==> config.mk <==
export PLATFORM = sky130hd
export DESIGN_NAME = uart_rx_pkt_ctrl
export DESIGN_NICKNAME = d
export VERILOG_FILES = /design/src/rtl/uart_rx_pkt_ctrl.sv
export SDC_FILE = /design/constraint.sdc
export NUM_CORES = 1
export LEC_CHECK = 0
export CAP_MARGIN = 15
export CORE_MARGIN = 1.5
export CORE_UTILIZATION = 65
export CTS_CLUSTER_SIZE = 16
export DETAILED_ROUTE_END_ITERATION = 16
export PLACE_DENSITY = 0.84
export SYNTH_ARGS = -nofsm -noshare
export SYNTH_HDL_FRONTEND = slang
export SYNTH_SLANG_ARGS = --single-unit
==> constraint.sdc <==
create_clock -name clk -period 5.57 [get_ports clk]
set_clock_uncertainty 0.05 [all_clocks]
set_input_delay 0.8355 -clock clk [delete_from_list [all_inputs] [get_ports clk]]
set_output_delay 0.8355 -clock clk [all_outputs]
set_load 0.05 [all_outputs]
==> src/rtl/uart_rx_pkt_ctrl.sv <==
// rtl/uart_rx_pkt_ctrl.sv - packet framer behind the UART receiver: SOF/LEN/payload/CSUM with checked release
module uart_rx_pkt_ctrl #(
    parameter logic [7:0] SOF           = 8'hA5,
    parameter int         MAX_LEN       = 16,
    parameter int         TIMEOUT_TICKS = 480
) (
    input  logic       clk,
    input  logic       reset,
    input  logic       s_tick,
    input  logic       rx_done_tick,
    input  logic [7:0] rx_data,
    output logic [7:0] m_data,
    output logic       m_valid,
    output logic       m_last,
    input  logic       m_ready,
    output logic       err_pulse,
    output logic [1:0] err_code,
    output logic [7:0] ovr_cnt
);

    localparam int         IDX_W     = (MAX_LEN > 1) ? $clog2(MAX_LEN) : 1;
    localparam int         TW        = $clog2(TIMEOUT_TICKS + 1);
    localparam logic [7:0] MAX_LEN_B = 8'(MAX_LEN);

    typedef enum logic [2:0] {
        ST_IDLE,
        ST_LEN,
        ST_PAYLOAD,
        ST_CSUM,
        ST_DRAIN
    } state_t;

    state_t        state_q, state_d;
    logic [7:0]    len_q, len_d;
    logic [7:0]    sum_q, sum_d;
    logic [7:0]    wr_idx_q, wr_idx_d;
    logic [7:0]    rd_idx_q, rd_idx_d;
    logic [TW-1:0] tick_cnt_q, tick_cnt_d;
    logic [7:0]    m_data_q, m_data_d;
    logic          m_valid_q, m_valid_d;
    logic          m_last_q, m_last_d;
    logic          err_pulse_q, err_pulse_d;
    logic [1:0]    err_code_q, err_code_d;
    logic [7:0]    ovr_cnt_q, ovr_cnt_d;

    logic [7:0]    pay_mem_q [MAX_LEN];
    logic          pay_we;

    logic          timer_active;
    logic          timeout;
    logic [7:0]    sum_plus;
    logic [7:0]    wr_next;
    logic [7:0]    rd_next;

    always_comb begin
        state_d      = state_q;
        len_d        = len_q;
        sum_d        = sum_q;
        wr_idx_d     = wr_idx_q;
        rd_idx_d     = rd_idx_q;
        tick_cnt_d   = tick_cnt_q;
        m_data_d     = m_data_q;
        m_valid_d    = m_valid_q;
        m_last_d     = m_last_q;
        err_pulse_d  = 1'b0;
        err_code_d   = err_code_q;
        ovr_cnt_d    = ovr_cnt_q;
        pay_we       = 1'b0;

        sum_plus     = sum_q + rx_data;
        wr_next      = wr_idx_q + 8'd1;
        rd_next      = rd_idx_q + 8'd1;
        timer_active = (state_q == ST_LEN) || (state_q == ST_PAYLOAD) || (state_q == ST_CSUM);
        // A byte landing on the terminal tick wins over the timeout
        timeout      = timer_active && !rx_done_tick && s_tick &&
                       (tick_cnt_q == TW'(TIMEOUT_TICKS - 1));

        if (!timer_active || rx_done_tick) begin
            tick_cnt_d = '0;
        end else if (s_tick) begin
            tick_cnt_d = tick_cnt_q + TW'(1);
        end

        case (state_q)
            ST_IDLE: begin
                if (rx_done_tick && rx_data == SOF) begin
                    state_d = ST_LEN;
                    sum_d   = 8'd0;
                end
            end
            ST_LEN: begin
                if (rx_done_tick) begin
                    sum_d = rx_data;
                    if (rx_data == 8'd0 || rx_data > MAX_LEN_B) begin
                        err_code_d  = 2'b01;
                        err_pulse_d = 1'b1;
                        state_d     = ST_IDLE;
                    end else begin
                        len_d    = rx_data;
                        wr_idx_d = 8'd0;
                        state_d  = ST_PAYLOAD;
                    end
                end else if (timeout) begin
                    err_code_d  = 2'b11;
                    err_pulse_d = 1'b1;
                    state_d     = ST_IDLE;
                end
            end
            ST_PAYLOAD: begin
                if (rx_done_tick) begin
                    pay_we   = 1'b1;
                    sum_d    = sum_plus;
                    wr_idx_d = wr_next;
                    if (wr_next == len_q) begin
                        state_d = ST_CSUM;
                    end
                end else if (timeout) begin
                    err_code_d  = 2'b11;
                    err_pulse_d = 1'b1;
                    state_d     = ST_IDLE;
                end
            end
            ST_CSUM: begin
                if (rx_done_tick) begin
                    if (sum_plus == 8'd0) begin
                        state_d   = ST_DRAIN;
                        rd_idx_d  = 8'd0;
                        m_valid_d = 1'b1;
                        m_data_d  = pay_mem_q[0];
                        m_last_d  = (len_q == 8'd1);
                    end else begin
                        err_code_d  = 2'b10;
                        err_pulse_d = 1'b1;
                        state_d     = ST_IDLE;
                    end
                end else if (timeout) begin
                    err_code_d  = 2'b11;
                    err_pulse_d = 1'b1;
                    state_d     = ST_IDLE;
                end
            end
            ST_DRAIN: begin
                if (rx_done_tick && ovr_cnt_q != 8'hFF) begin
                    ovr_cnt_d = ovr_cnt_q + 8'd1;
                end
                if (m_valid_q && m_ready) begin
                    if (m_last_q) begin
                        state_d   = ST_IDLE;
                        m_valid_d = 1'b0;
                        m_last_d  = 1'b0;
                    end else begin
                        rd_idx_d = rd_next;
                        m_data_d = pay_mem_q[rd_next[IDX_W-1:0]];
                        m_last_d = (rd_next == len_q - 8'd1);
                    end
                end
            end
            default: begin
                state_d = ST_IDLE;
            end
        endcase
    end

    always_ff @(posedge clk or posedge reset) begin
        if (reset) begin
            state_q     <= ST_IDLE;
            len_q       <= 8'd0;
            sum_q       <= 8'd0;
            wr_idx_q    <= 8'd0;
            rd_idx_q    <= 8'd0;
            tick_cnt_q  <= '0;
            m_data_q    <= 8'd0;
            m_valid_q   <= 1'b0;
            m_last_q    <= 1'b0;
            err_pulse_q <= 1'b0;
            err_code_q  <= 2'b00;
            ovr_cnt_q   <= 8'd0;
        end else begin
            state_q     <= state_d;
            len_q       <= len_d;
            sum_q       <= sum_d;
            wr_idx_q    <= wr_idx_d;
            rd_idx_q    <= rd_idx_d;
            tick_cnt_q  <= tick_cnt_d;
            m_data_q    <= m_data_d;
            m_valid_q   <= m_valid_d;
            m_last_q    <= m_last_d;
            err_pulse_q <= err_pulse_d;
            err_code_q  <= err_code_d;
            ovr_cnt_q   <= ovr_cnt_d;
        end
    end

    // Payload storage needs no reset: only indices written this packet are ever read
    always_ff @(posedge clk) begin
        if (pay_we) begin
            pay_mem_q[wr_idx_q[IDX_W-1:0]] <= rx_data;
        end
    end

    assign m_data    = m_data_q;
    assign m_valid   = m_valid_q;
    assign m_last    = m_last_q;
    assign err_pulse = err_pulse_q;
    assign err_code  = err_code_q;
    assign ovr_cnt   = ovr_cnt_q;

endmodule
# After elaboration in Yosys (flattened, before gate mapping)

Memory sizes are Yosys's and may differ from the RTL's.
Cells that the tools add are included.

Register bits after elaboration: 65
RAM bits: 128
Input port bits: 13
Output and inout bits: 21
Word-level logic and storage cells: 132
Memories kept: 1

$add $sub $neg: 6
Magnitude comparators: 1
Equality and inequality tests: 23
Mux-type cells: 59
Bitwise operators: 1
Reductions and logical operators: 29

Memory list:

| name      | words | width | rd ports | clocked after memory_dff | write ports | line | source |
|---|---|---|---|---|---|---|---|
| pay_mem_q | 16    | 8     | 2        | 0                        | 1           | 46   | `logic [7:0] pay_mem_q [MAX_LEN];` |

Operators by type and width:

| cell                                                                            | count |
|---|---|
| 8-bit 2-to-1 mux                                                                | 14 |
| 8-bit case mux with 2 select lines                                              | 3 |
| 3-bit 2-to-1 mux                                                                | 9 |
| 8-bit by 1-bit adder with 8-bit output, second input constant                   | 3 |
| 8-bit case mux with 3 select lines                                              | 1 |
| 4-bit AND reduction                                                             | 5 |
| 1-bit 2-to-1 mux                                                                | 18 |
| 9-bit 2-to-1 mux                                                                | 2 |
| 2-bit inequality test, second input constant                                    | 9 |
| 8-bit equality test                                                             | 2 |
| 8-bit logical NOT                                                               | 2 |
| 3-bit case mux with 5 select lines                                              | 1 |
| 2-bit 2-to-1 mux                                                                | 7 |
| 5-bit AND reduction                                                             | 2 |
| 9-bit by 1-bit adder with 9-bit output, second input constant                   | 1 |
| 9-bit equality test, second input constant                                      | 1 |
| 8-bit adder                                                                     | 1 |
| 8-bit by 1-bit equality test with 1-bit output, second input constant           | 1 |
| 8-bit equality test, second input constant                                      | 1 |
| 8-bit by 5-bit greater-than comparator with 1-bit output, second input constant | 1 |
| 8-bit inequality test, second input constant                                    | 1 |
| 8-bit by 1-bit subtractor with 8-bit output, second input constant              | 1 |
| 3-bit by 2-bit equality test with 1-bit output, second input constant           | 2 |
| 1-bit logical AND                                                               | 6 |
| other kinds (16)                                                                | 25 |

# Depth between registers and ports, before layout

Gate-level depths: netlist (run 1).

Depth in word-level cells: 9
Depth in mapped cells: 10
Mapped depth without buffers: 9

# Worst setup path before layout (run 1)

No wires, ideal clock.

Kind: input to register
From: input port rx_data[0]
To: register rd_idx_q[3]
Data arrival time: 2.928 ns
Required time: 5.355 ns
Slack: 2.428 ns
Cell stages on the path: 10
Buffers on the path: 1
Path through: ha_1 > fa_1 > a21o_1 > a211oi_1 > o21ai_0 > and4bb_4 > a31o_1 > a21boi_4 > buf_6 > o22ai_1

Word-level cells in the longest chain between the ends: 4

Ends and longest elaborated chain:

| what                                                              | line | source |
|---|---|---|
| from (decl)                                                       | 11   | `input logic [7:0] rx_data,` |
| 8-bit adder                                                       | 70   | `sum_plus = sum_q + rx_data;` |
| 8-bit logical NOT                                                 | 125  | `if (sum_plus == 8'd0) begin` |
| 2-bit by 1-bit inequality test with 1-bit output (no source line) | -    |  |
| 5-bit AND reduction (no source line)                              | -    |  |
| to (signal assigned)                                              | 183  | `rd_idx_q <= rd_idx_d;` |
| to (decl)                                                         | 37   | `logic [7:0] rd_idx_q, rd_idx_d;` |

No other way between the ends.
A chain may end at the register's enable or synchronous reset.

# Worst setup path after layout (run 1)

From: input port rx_data[0]
To: register m_data_q[3], in the netlist m_data[3]

Word-level cells in the longest chain between the ends: 4

Ends and longest elaborated chain:

| what                                                              | line | source |
|---|---|---|
| 8-bit adder                                                       | 70   |  |
| 8-bit logical NOT                                                 | 125  |  |
| 2-bit by 1-bit inequality test with 1-bit output (no source line) | -    |  |
| 5-bit AND reduction (no source line)                              | -    |  |
| to (signal assigned)                                              | 185  | `m_data_q <= m_data_d;` |
| to (decl)                                                         | 39   | `logic [7:0] m_data_q, m_data_d;` |

No other way between the ends.

==> run metrics, run 1 <==
Slew Limit Headroom 0.211; aggregate negative setup slack 0 ns; fraction of final layout cells sized beyond drive strength 1 0.156; synthesized area per cell about 14 µm²; antenna violations before repair 0; Netlist Area Pre-Place a little under 0.009 mm²; cells on worst reg2reg path 9; share of async-settable or async-resettable flops after synthesis 0.337; Seq/Total Area, Yosys 0.623; dominant combinational cell family by area after synthesis multiplexers; horizontal die dimension roughly 120 µm; post-route ant nets 0; instance count along the most critical hold path 1; area inside the core boundary ~0.013 mm²; # port buffers 33; leakage power roughly 3.6 nW; clock latency at the later pin of the worst-skew pair between 0.4 and 0.5 ns; maximum number of pins on one net before global-route repair 66; library cells used by synthesis 59; PD cells 362 mW/mm²; All-Layer GR Usage 0.319; hold violation count in the final report 0; number of hold buffers added after cts 0; die height 119 µm; starting utilization of the core area 0.666; Final period util 0.837; library cell with the largest summed area after synthesis sky130_fd_sc_hd__edfxtp_1; first-pass detailed-route iteration total 6; transition at the pin with the smallest max-transition slack 1.18 ns; register area approximately 0.0055 mm²; post-layout minimum cycle time around 4.7 ns; floorplan die area ~0.014 mm²; GPL Wtd Cong between 0.9 and 1; Commonest cells post-synth sky130_fd_sc_hd__edfxtp_1 (128), sky130_fd_sc_hd__dfrtp_1 (65), sky130_fd_sc_hd__nand2_1 (42); CP Max Fanout 21; Max clock buf depth 2; DRC viols 0; detailed-placement wirelength estimate about 13 mm; number of global-route vias before repair ~5600; simple-gate share of the synthesized area 0.0908; Multi-input gate area between 0.003 and 0.004 mm²; net total in the final layout about 700; Worst Path Class, Setup in -> reg; final cell count without fillers between 800 and 900; #FFs+latches synth around 190; max-capacitance violation count 0; predominant post-synthesis flop cell sky130_fd_sc_hd__edfxtp_1; Cell Area, Placed 0.00935 mm²; number of primary I/O pins 34; Data arrival, critical path 4.97 ns; Routed WL roughly 21 mm; count of clock tree sinks 193; total number of yosys warnings 0; row count between 40 and 50; Via-to-Cell Ratio ~6.8; cell types with the largest area share after synthesis sky130_fd_sc_hd__edfxtp_1 (44%), sky130_fd_sc_hd__dfrtp_1 (19%), sky130_fd_sc_hd__mux4_2 (10%), sky130_fd_sc_hd__xnor2_1 (2.9%), sky130_fd_sc_hd__ha_1 (2.3%); Inserted Clock Buffers 17; class of the worst hold path reg -> reg; area growth from synthesis to layout 13.3%; summed area of non-filler cells in the final layout ~0.010 mm²; count of vias placed by the detailed router ~5800; Fill cells 730; end-of-flow core utilization 0.754; TritonCTS clock tree done; fraction of synthesized cell area taken by the top area cell type 0.438; clock-pin slew on the worst setup and hold paths about 0.080 ns; worst vdd rail ir drop ~0.28 mV; number of gates resized after cts 0; overflow left after global routing 0; Finish-stage setup viols 0; pre-CTS worst setup slack between 0.6 and 0.7 ns; synthesized-area fraction occupied by ao, oa, aoi and oai cells 0.0778; number of DRC markers after the initial detailed-route iteration around 1000; CTS H-tree lvls 4; DR WL/cell around 25 µm; nets in the synthesized netlist 639; run status completed; RSZ-0062 raised after global routing false; minimum setup slack in the final design approximately 0.91 ns; Diodes inserted 0; sort of element at the end of the critical path register; share of synthesized cell area in full adder, half adder and majority cells 0.0251; # Post-CTS Setup Buffers 0; sum of internal, switching and leakage power between 3 and 4 mW; max-slew violations 0; data required time at the worst endpoint approximately 6 ns; cell at the root of the clock tree sky130_fd_sc_hd__clkbuf_16; parity-gate share of the synthesized area counting xor and xnor cells 0.0497; wire length of the first global-routing pass 32.9 mm; worst hold slack across all endpoints about 0.45 ns; Worst setup SP type input pin; most frequent cell after synthesis sky130_fd_sc_hd__edfxtp_1; number of synthesized flops with an enable pin approximately 130; number of instances in the synthesized netlist 609; peak clock frequency supported by timing between 200 and 250 MHz; multiplexer area fraction after synthesis 0.113; number of cells after detailed placement slightly above 800
-- worst max-delay path, stage by stage --
cell,delay [ns]
sky130_fd_sc_hd__clkdlybuf4s50_1,0.79
sky130_fd_sc_hd__ha_1,0.47
sky130_fd_sc_hd__fa_1,0.43
sky130_fd_sc_hd__a211oi_1,0.51
sky130_fd_sc_hd__o21a_1,0.21
sky130_fd_sc_hd__o311ai_0,0.15
sky130_fd_sc_hd__nor2_1,0.23
sky130_fd_sc_hd__a31o_1,0.56
sky130_fd_sc_hd__a21boi_4,0.53
sky130_fd_sc_hd__a2bb2oi_1,0.23
-- layout by cell type (no fill, tap or decap), types with 3 or more instances in the layout --
cell type	n
sky130_fd_sc_hd__o21ai_0	23
sky130_fd_sc_hd__and3_1	6
sky130_fd_sc_hd__a21o_1	5
sky130_fd_sc_hd__o22ai_1	14
sky130_fd_sc_hd__a211oi_1	5
sky130_fd_sc_hd__dfrtp_1	64
sky130_fd_sc_hd__a2bb2oi_1	8
sky130_fd_sc_hd__inv_6	4
sky130_fd_sc_hd__nor2_1	36
sky130_fd_sc_hd__mux2i_1	5
sky130_fd_sc_hd__ha_1	16
sky130_fd_sc_hd__nand4_1	7
sky130_fd_sc_hd__nand3_1	14
sky130_fd_sc_hd__nand2_1	42
sky130_fd_sc_hd__a22oi_1	5
sky130_fd_sc_hd__clkbuf_16	17
sky130_fd_sc_hd__xnor2_1	29
sky130_fd_sc_hd__mux4_2	40
sky130_fd_sc_hd__clkdlybuf4s50_1	33
sky130_fd_sc_hd__nor3_1	10
sky130_fd_sc_hd__inv_8	5
sky130_fd_sc_hd__buf_4	15
sky130_fd_sc_hd__xor2_1	19
sky130_fd_sc_hd__nor4_1	7
sky130_fd_sc_hd__nand2b_1	9
sky130_fd_sc_hd__nor2b_1	5
sky130_fd_sc_hd__edfxtp_1	128
sky130_fd_sc_hd__nor3b_2	3
sky130_fd_sc_hd__inv_1	19
sky130_fd_sc_hd__or3_1	5
sky130_fd_sc_hd__o21a_1	3
sky130_fd_sc_hd__a21oi_1	18
sky130_fd_sc_hd__mux2_2	4
-- cell type report --
class | instances | area share
inverter | 20 | 0.00754
clock inverter | 15 | 0.0167
multi-input combinational | 373 | 0.315
timing repair buffer | 49 | 0.0456
sequential | 193 | 0.550
tap | 176 | 0.0221
clock buffer | 17 | 0.0428
-- cell families (layout without fill, tap and decap cells) --
| kind of cell | count (synthesis) | after routing |
|---|---|---|
| compound gates | 102 | 102 |
| xor+xnor | 49 | 49 |
| fa+ha+maj | 17 | 17 |
| buf+inv | 43 | 101 |
| flops | 193 | 193 |
| mux | 49 | 49 |
| simple gates | 156 | 156 |
-- metal layers --
layer	wire (µm)	GRT usage
met1	7930	0.417
met2	10600	0.516
met3	1820	0.0651
met4	896	0.162
met5	0	0
-- registers in the layout, summed over array words and instances, names as in the netlist --
| register | count |
|---|---|
| err_code | 2 |
| err_pulse | 1 |
| len_q | 8 |
| m_data | 8 |
| m_last | 1 |
| m_valid | 1 |
| ovr_cnt | 8 |
| pay_mem_q | 128 |
| rd_idx_q | 8 |
| state_q | 3 |
| sum_q | 8 |
| tick_cnt_q | 9 |
| wr_idx_q | 8 |
-- worst paths after layout --
kind | from | endpoint | slack [ns]
worst min-delay path | ovr_cnt[7] | ovr_cnt[7] | 0.45
max in group asynchronous | reset | rd_idx_q[0] | 3.96
worst max-delay path | rx_data[0] | m_data[3] | 0.91
min in group asynchronous | reset | err_pulse | 0.93
worst min register to register | ovr_cnt[7] | ovr_cnt[7] | 0.45
worst max register to register | sum_q[0] | m_data[3] | 1.91
-- power breakdown --
| group | total, mW | switching, mW | internal, mW |
|---|---|---|---|
| combinational | 0.685 | 0.420 | 0.265 |
| sequential | 1.70 | 0.0964 | 1.60 |
| clock | 1.21 | 0.573 | 0.640 |
No activity file was read; power rests on OpenSTA's default activity.
==> inputs of run 2 (changes only) <==
Settings changed: CORE_UTILIZATION 65 to 61, PLACE_DENSITY 0.84 to 0.8.
Clock period 5.57 ns to 4.68 ns, I/O delays scaled along.
==> run metrics, run 2 (synthesis gave the netlist of run 1 again) <==
Critical R2R Launch sum_q[0] (unchanged); count of vias placed by the detailed router 5477 (was 5754); row count 43 (was 42); Data arrival, critical path 4.03 ns (was 4.97 ns); data required time at the worst endpoint 4.97 ns (was 5.88 ns); Diodes inserted 0 (unchanged); GPL Wtd Cong 0.943 (was 0.947); Routed WL 19.6 mm (was 21.3 mm); run status completed (unchanged); clock latency at the later pin of the worst-skew pair 0.43 ns (was 0.44 ns); origin of the worst min-delay path sum_q[5] (was ovr_cnt[7]); # Post-CTS Setup Buffers 0 (unchanged); area inside the core boundary 0.0140 mm² (was 0.0132 mm²); Via-to-Cell Ratio 6.47 (was 6.83); final cell count without fillers 847 (was 843); commonest non-fill, non-tap cells in the layout sky130_fd_sc_hd__edfxtp_1 (128), sky130_fd_sc_hd__dfrtp_1 (64), sky130_fd_sc_hd__nand2_1 (42) (unchanged); DR WL/cell 23.1 µm (was 25.2 µm); TritonCTS clock tree done (unchanged); class of the worst hold path reg -> reg (unchanged); max-slew violations 0 (unchanged); CP Max Fanout 14 (was 21); hold violation count in the final report 0 (unchanged); antenna violations before repair 1 (was 0); sum of internal, switching and leakage power 4.14 mW (was 3.60 mW); area growth from synthesis to layout 12.7% (was 13.3%); CP Launch Point rx_data[0] (unchanged); Slew Limit Headroom 0.349 (was 0.211); number of DRC markers after the initial detailed-route iteration 522 (was 1029); Inserted Clock Buffers 17 (unchanged); floorplan die area 0.0151 mm² (was 0.0142 mm²); most common cell after layout, fill and taps aside sky130_fd_sc_hd__edfxtp_1 (unchanged); first-pass detailed-route iteration total 6 (unchanged); Fill cells 877 (was 730); PD cells 418 mW/mm² (was 362 mW/mm²); wire length of the first global-routing pass 30.8 mm (was 32.9 mm); number of gates resized after cts 0 (unchanged); horizontal die dimension 123 µm (was 119 µm); Max clock buf depth 2 (unchanged); count of clock tree sinks 193 (unchanged); Finish-stage setup viols 0 (unchanged); cell breakdown of the critical path clkdlybuf4s50_1 > ha_1 > fa_1 > a21o_1 > a211oi_1 > o21ai_0 > and4bb_4 > a31o_1 > a21boi_4 > a2bb2oi_1 (was clkdlybuf4s50_1 > ha_1 > fa_1 > a211oi_1 > o21a_1 > o311ai_0 > nor2_1 > a31o_1 > a21boi_4 > a2bb2oi_1); net total in the final layout 684 (unchanged); number of primary I/O pins 34 (unchanged); die height 123 µm (was 119 µm); transition at the pin with the smallest max-transition slack 0.973 ns (was 1.18 ns); post-route ant nets 0 (unchanged); All-Layer GR Usage 0.283 (was 0.319); number of global-route vias before repair 5531 (was 5641); detailed-placement wirelength estimate 12.7 mm (was 13.0 mm); leakage power 3.56 nW (was 3.60 nW); Crit path largest cell delay 0.50 ns (was 0.79 ns); number of cells after detailed placement 815 (was 810); Worst Path Class, Setup in -> reg (unchanged); CTS H-tree lvls 4 (unchanged); worst vdd rail ir drop 0.269 mV (was 0.283 mV); RSZ-0062 raised after global routing false (unchanged); Final period util 0.799; aggregate negative setup slack 0 ns (unchanged); overflow left after global routing 0 (unchanged); max-capacitance violation count 0 (unchanged); clock-pin slew on the worst setup and hold paths 0.06 ns (was 0.08 ns); master of the slowest instance on the critical path sky130_fd_sc_hd__a31o_1 (was sky130_fd_sc_hd__clkdlybuf4s50_1); fraction of final layout cells sized beyond drive strength 1 0.147 (was 0.156); post-layout minimum cycle time between 3 and 4 ns; number of hold buffers added after cts 0 (unchanged); Worst setup SP type input pin (unchanged); peak clock frequency supported by timing about 270 MHz; starting utilization of the core area 0.628 (was 0.666); max reg flops 128 (unchanged); cell at the root of the clock tree sky130_fd_sc_hd__clkbuf_16 (unchanged); sort of element at the end of the critical path register (unchanged); # port buffers 33 (unchanged); maximum number of pins on one net before global-route repair 39 (was 66); family of cells with the greatest summed delay on the critical path compound AO/OA/AOI/OAI gates (unchanged); DRC viols 0 (unchanged); combined buffer and inverter count along the critical path 1 (unchanged)
==> run 2: worst paths after layout <==
| kind | endpoint | slack, ns | cells after the start |
|---|---|---|---|
| min in group asynchronous | ovr_cnt[1] | 0.60 | 2 |
| worst max register to register | m_data[4] | 1.29 | 9 |
| max in group asynchronous | rd_idx_q[0] | 3.03 | 3 |
| worst min register to register | sum_q[5] | 0.45 | 2 |
| worst max-delay path | m_data[4] | 0.94 | 10 |
| worst min-delay path | sum_q[5] | 0.45 | 2 |
==> run 2: layout make-up <==
type,count,area [µm²],area share
Clock buffer,20,437,0.0441
Tap cell,180,225,0.0228
Inverter,20,75.1,0.00759
Clock inverter,12,92.6,0.00936
Timing Repair Buffer,49,450,0.0455
Multi-Input combinational cell,373,3140,0.317
Sequential cell,193,5470,0.553
==> run 2: power breakdown <==
group	internal, mW	total [mW]	switching (mW)	leakage [nW]
logic	0.317	0.789	0.473	1.31
registers	1.91	2.02	0.110	2.00
clock network	0.724	1.33	0.602	0.250
==> run 2: routing by layer <==
layer / track usage / share of wire / vias up
met3: 0.0535 / 0.065 / 38
li1: - / - / 2422
met2: 0.467 / 0.50 / 226
met1: 0.384 / 0.41 / 2789
met4: 0.0963 / 0.023 / 2
met5: 0 / 0.00066 / -
==> run 2: tightest hold or removal path, stage by stage (launching register included) <==
cell and delay [ns]:
sky130_fd_sc_hd__dfrtp_1 0.35, sky130_fd_sc_hd__nand2_1 0.05, sky130_fd_sc_hd__o21ai_0 0.06
==> run 2: through the flow <==
step / cell area [µm²] / setup WS, ns / util / hold WS [ns]
3_3_place_gp: 9360 / 0.710 / 0.669 / 0.425
5_1_grt: 9890 / 0.734 / 0.707 / 0.481
6_report: 9890 / 0.939 / 0.707 / 0.453
3_5_place_dp: 9360 / 0.560 / 0.669 / 0.436
4_1_cts: 9890 / 1.01 / 0.707 / 0.451
2_1_floorplan: 8780 / 1.67 / - / 0.404
==> inputs of run 3 (changes only) <==
Clock period 4.68 ns to 3.8 ns, I/O delays scaled along.
==> run metrics, run 3 (synthesis gave the netlist of run 1 again) <==
run status completed (unchanged); Final period util 0.875; setup slack of the worst register-to-register path 0.67 ns (was 1.29 ns); DRC viols 0 (unchanged); minimum setup slack in the final design 0.475 ns (was 0.939 ns); first-pass detailed-route iteration total 5 (was 6); sort of element at the end of the critical path register (unchanged); instance count along the most critical hold path 2 (unchanged); summed area of non-filler cells in the final layout 0.0100 mm² (was 0.00989 mm²); number of global-route vias before repair 5423 (was 5531); terminus of the critical flop-to-flop path m_data[1] (was m_data[4]); pre-CTS worst setup slack 0.174 ns (was 0.560 ns); # Post-CTS Setup Buffers 0 (unchanged); All-Layer GR Usage 0.271 (was 0.283); count of clock tree sinks 193 (unchanged); Worst Hold End sum_q[2] (was sum_q[5]); data required time at the worst endpoint 4.10 ns (was 4.97 ns); CTS H-tree lvls 4 (unchanged); fraction of final layout cells sized beyond drive strength 1 0.166 (was 0.147); area growth from synthesis to layout 14.2% (was 12.7%); number of gates resized after cts 0 (unchanged); leakage power 3.65 nW (was 3.56 nW); commonest non-fill, non-tap cells in the layout sky130_fd_sc_hd__edfxtp_1 (128), sky130_fd_sc_hd__dfrtp_1 (64), sky130_fd_sc_hd__nand2_1 (42) (unchanged); CP Launch Point rx_data[0] (unchanged); Max clock buf depth 2 (unchanged); max-capacitance violation count 0 (unchanged); die height 123 µm (unchanged); Slew Limit Headroom 0.387 (was 0.349); aggregate negative setup slack 0 ns (unchanged); sum of internal, switching and leakage power 5.13 mW (was 4.14 mW); count of vias placed by the detailed router 5446 (was 5477); maximum number of pins on one net before global-route repair 37 (was 39); peak clock frequency supported by timing between 300 and 400 MHz; max reg flops 128 (unchanged); DR WL/cell 22.0 µm (was 23.1 µm); number of DRC markers after the initial detailed-route iteration 524 (was 522); floorplan die area 0.0151 mm² (unchanged); Finish-stage setup viols 0 (unchanged); max-slew violations 0 (unchanged); # port buffers 33 (unchanged); Routed WL 18.9 mm (was 19.6 mm); transition at the pin with the smallest max-transition slack 0.915 ns (was 0.973 ns); clock latency at the later pin of the worst-skew pair 0.43 ns (about the same); post-route ant nets 0 (unchanged); GPL Wtd Cong 0.841 (was 0.943); class of the worst hold path reg -> reg (unchanged); TritonCTS clock tree done (unchanged); worst vdd rail ir drop 0.312 mV (was 0.269 mV); row count 43 (unchanged); master of the slowest instance on the critical path sky130_fd_sc_hd__a21boi_4 (was sky130_fd_sc_hd__a31o_1); wire length of the first global-routing pass 29.7 mm (was 30.8 mm); Cell Area, Placed 0.00948 mm² (was 0.00936 mm²); detailed-placement wirelength estimate 12.2 mm (was 12.7 mm); RSZ-0062 raised after global routing false (unchanged); cell breakdown of the critical path clkdlybuf4s50_1 > ha_1 > fa_1 > xor2_1 > nor4b_1 > o21ai_0 > and4bb_4 > a31o_1 > a21boi_4 > a2bb2oi_1 (was clkdlybuf4s50_1 > ha_1 > fa_1 > a21o_1 > a211oi_1 > o21ai_0 > and4bb_4 > a31o_1 > a21boi_4 > a2bb2oi_1); horizontal die dimension 123 µm (unchanged); Worst setup SP type input pin (unchanged); Data arrival, critical path 3.62 ns (was 4.03 ns); clock-pin slew on the worst setup and hold paths 0.06 ns (about the same); post-layout minimum cycle time about 3.3 ns; antenna violations before repair 0 (was 1); Inserted Clock Buffers 17 (unchanged); hold violation count in the final report 0 (unchanged); net total in the final layout 700 (was 684); starting utilization of the core area 0.628 (unchanged); Crit path largest cell delay 0.45 ns (was 0.50 ns); number of cells after detailed placement 831 (was 815); Critical R2R Launch sum_q[0] (unchanged); Worst Path Class, Setup in -> reg (unchanged); CP Max Fanout 14 (unchanged); Diodes inserted 0 (unchanged); PD cells 511 mW/mm² (was 418 mW/mm²); number of hold buffers added after cts 0 (unchanged); area inside the core boundary 0.0140 mm² (unchanged); number of primary I/O pins 34 (unchanged); cells on worst reg2reg path 9 (unchanged); most common cell after layout, fill and taps aside sky130_fd_sc_hd__edfxtp_1 (unchanged); Via-to-Cell Ratio 6.33 (was 6.47); origin of the worst min-delay path sum_q[2] (was sum_q[5]); cell at the root of the clock tree sky130_fd_sc_hd__clkbuf_16 (unchanged); final cell count without fillers 860 (was 847); overflow left after global routing 0 (unchanged)
[run 3: critical path, delay by kind of cell]
kind | cells | cell delay, ns
AOI/OAI and AO/OA | 4 | 1.07
and+or+nand+nor | 2 | 0.70
adders and majority gates | 2 | 0.67
buffers and inverters | 1 | 0.42
xor gates and xnor gates | 1 | 0.19
[run 3: cell type report]
type / count / area (µm²)
fillers: 892 / 3970
clock buffers: 19 / 433
multi-input cells: 373 / 3130
flip-flops and latches: 193 / 5470
inverters: 20 / 75.1
clock inverters: 10 / 115
well taps: 180 / 225
repair buffers: 65 / 571
[run 3: how the worst max path moves through the flow]
stage / cells past startpoint / to
2_1_floorplan: 10 / rd_idx_q[3]
3_3_place_gp: 10 / rd_idx_q[0]
3_5_place_dp: 10 / m_data[1]
4_1_cts: 10 / m_data[1]
5_1_grt: 10 / m_data[1]
6_report: 10 / m_data[1]
[run 3: power breakdown]
part | switching [mW] | total [mW] | internal, mW
clock | 0.737 | 1.69 | 0.956
sequential | 0.133 | 2.49 | 2.35
combinational | 0.559 | 0.947 | 0.388
[run 3: metal layers]
metal  wire length [µm]  vias to the layer above  global-route usage
met5                  0                        -                   0
met4                567                        0               0.124
met3               1190                       41              0.0604
met2               9090                      188               0.414
met1               8050                     2763               0.379
li1                   -                     2454                   -
[run 3: stage by stage]
step	utilization	hold slack [ns]
2_1_floorplan	-	0.404
3_3_place_gp	0.677	0.424
3_5_place_dp	0.677	0.430
4_1_cts	0.717	0.445
5_1_grt	0.717	0.463
6_report	0.717	0.441
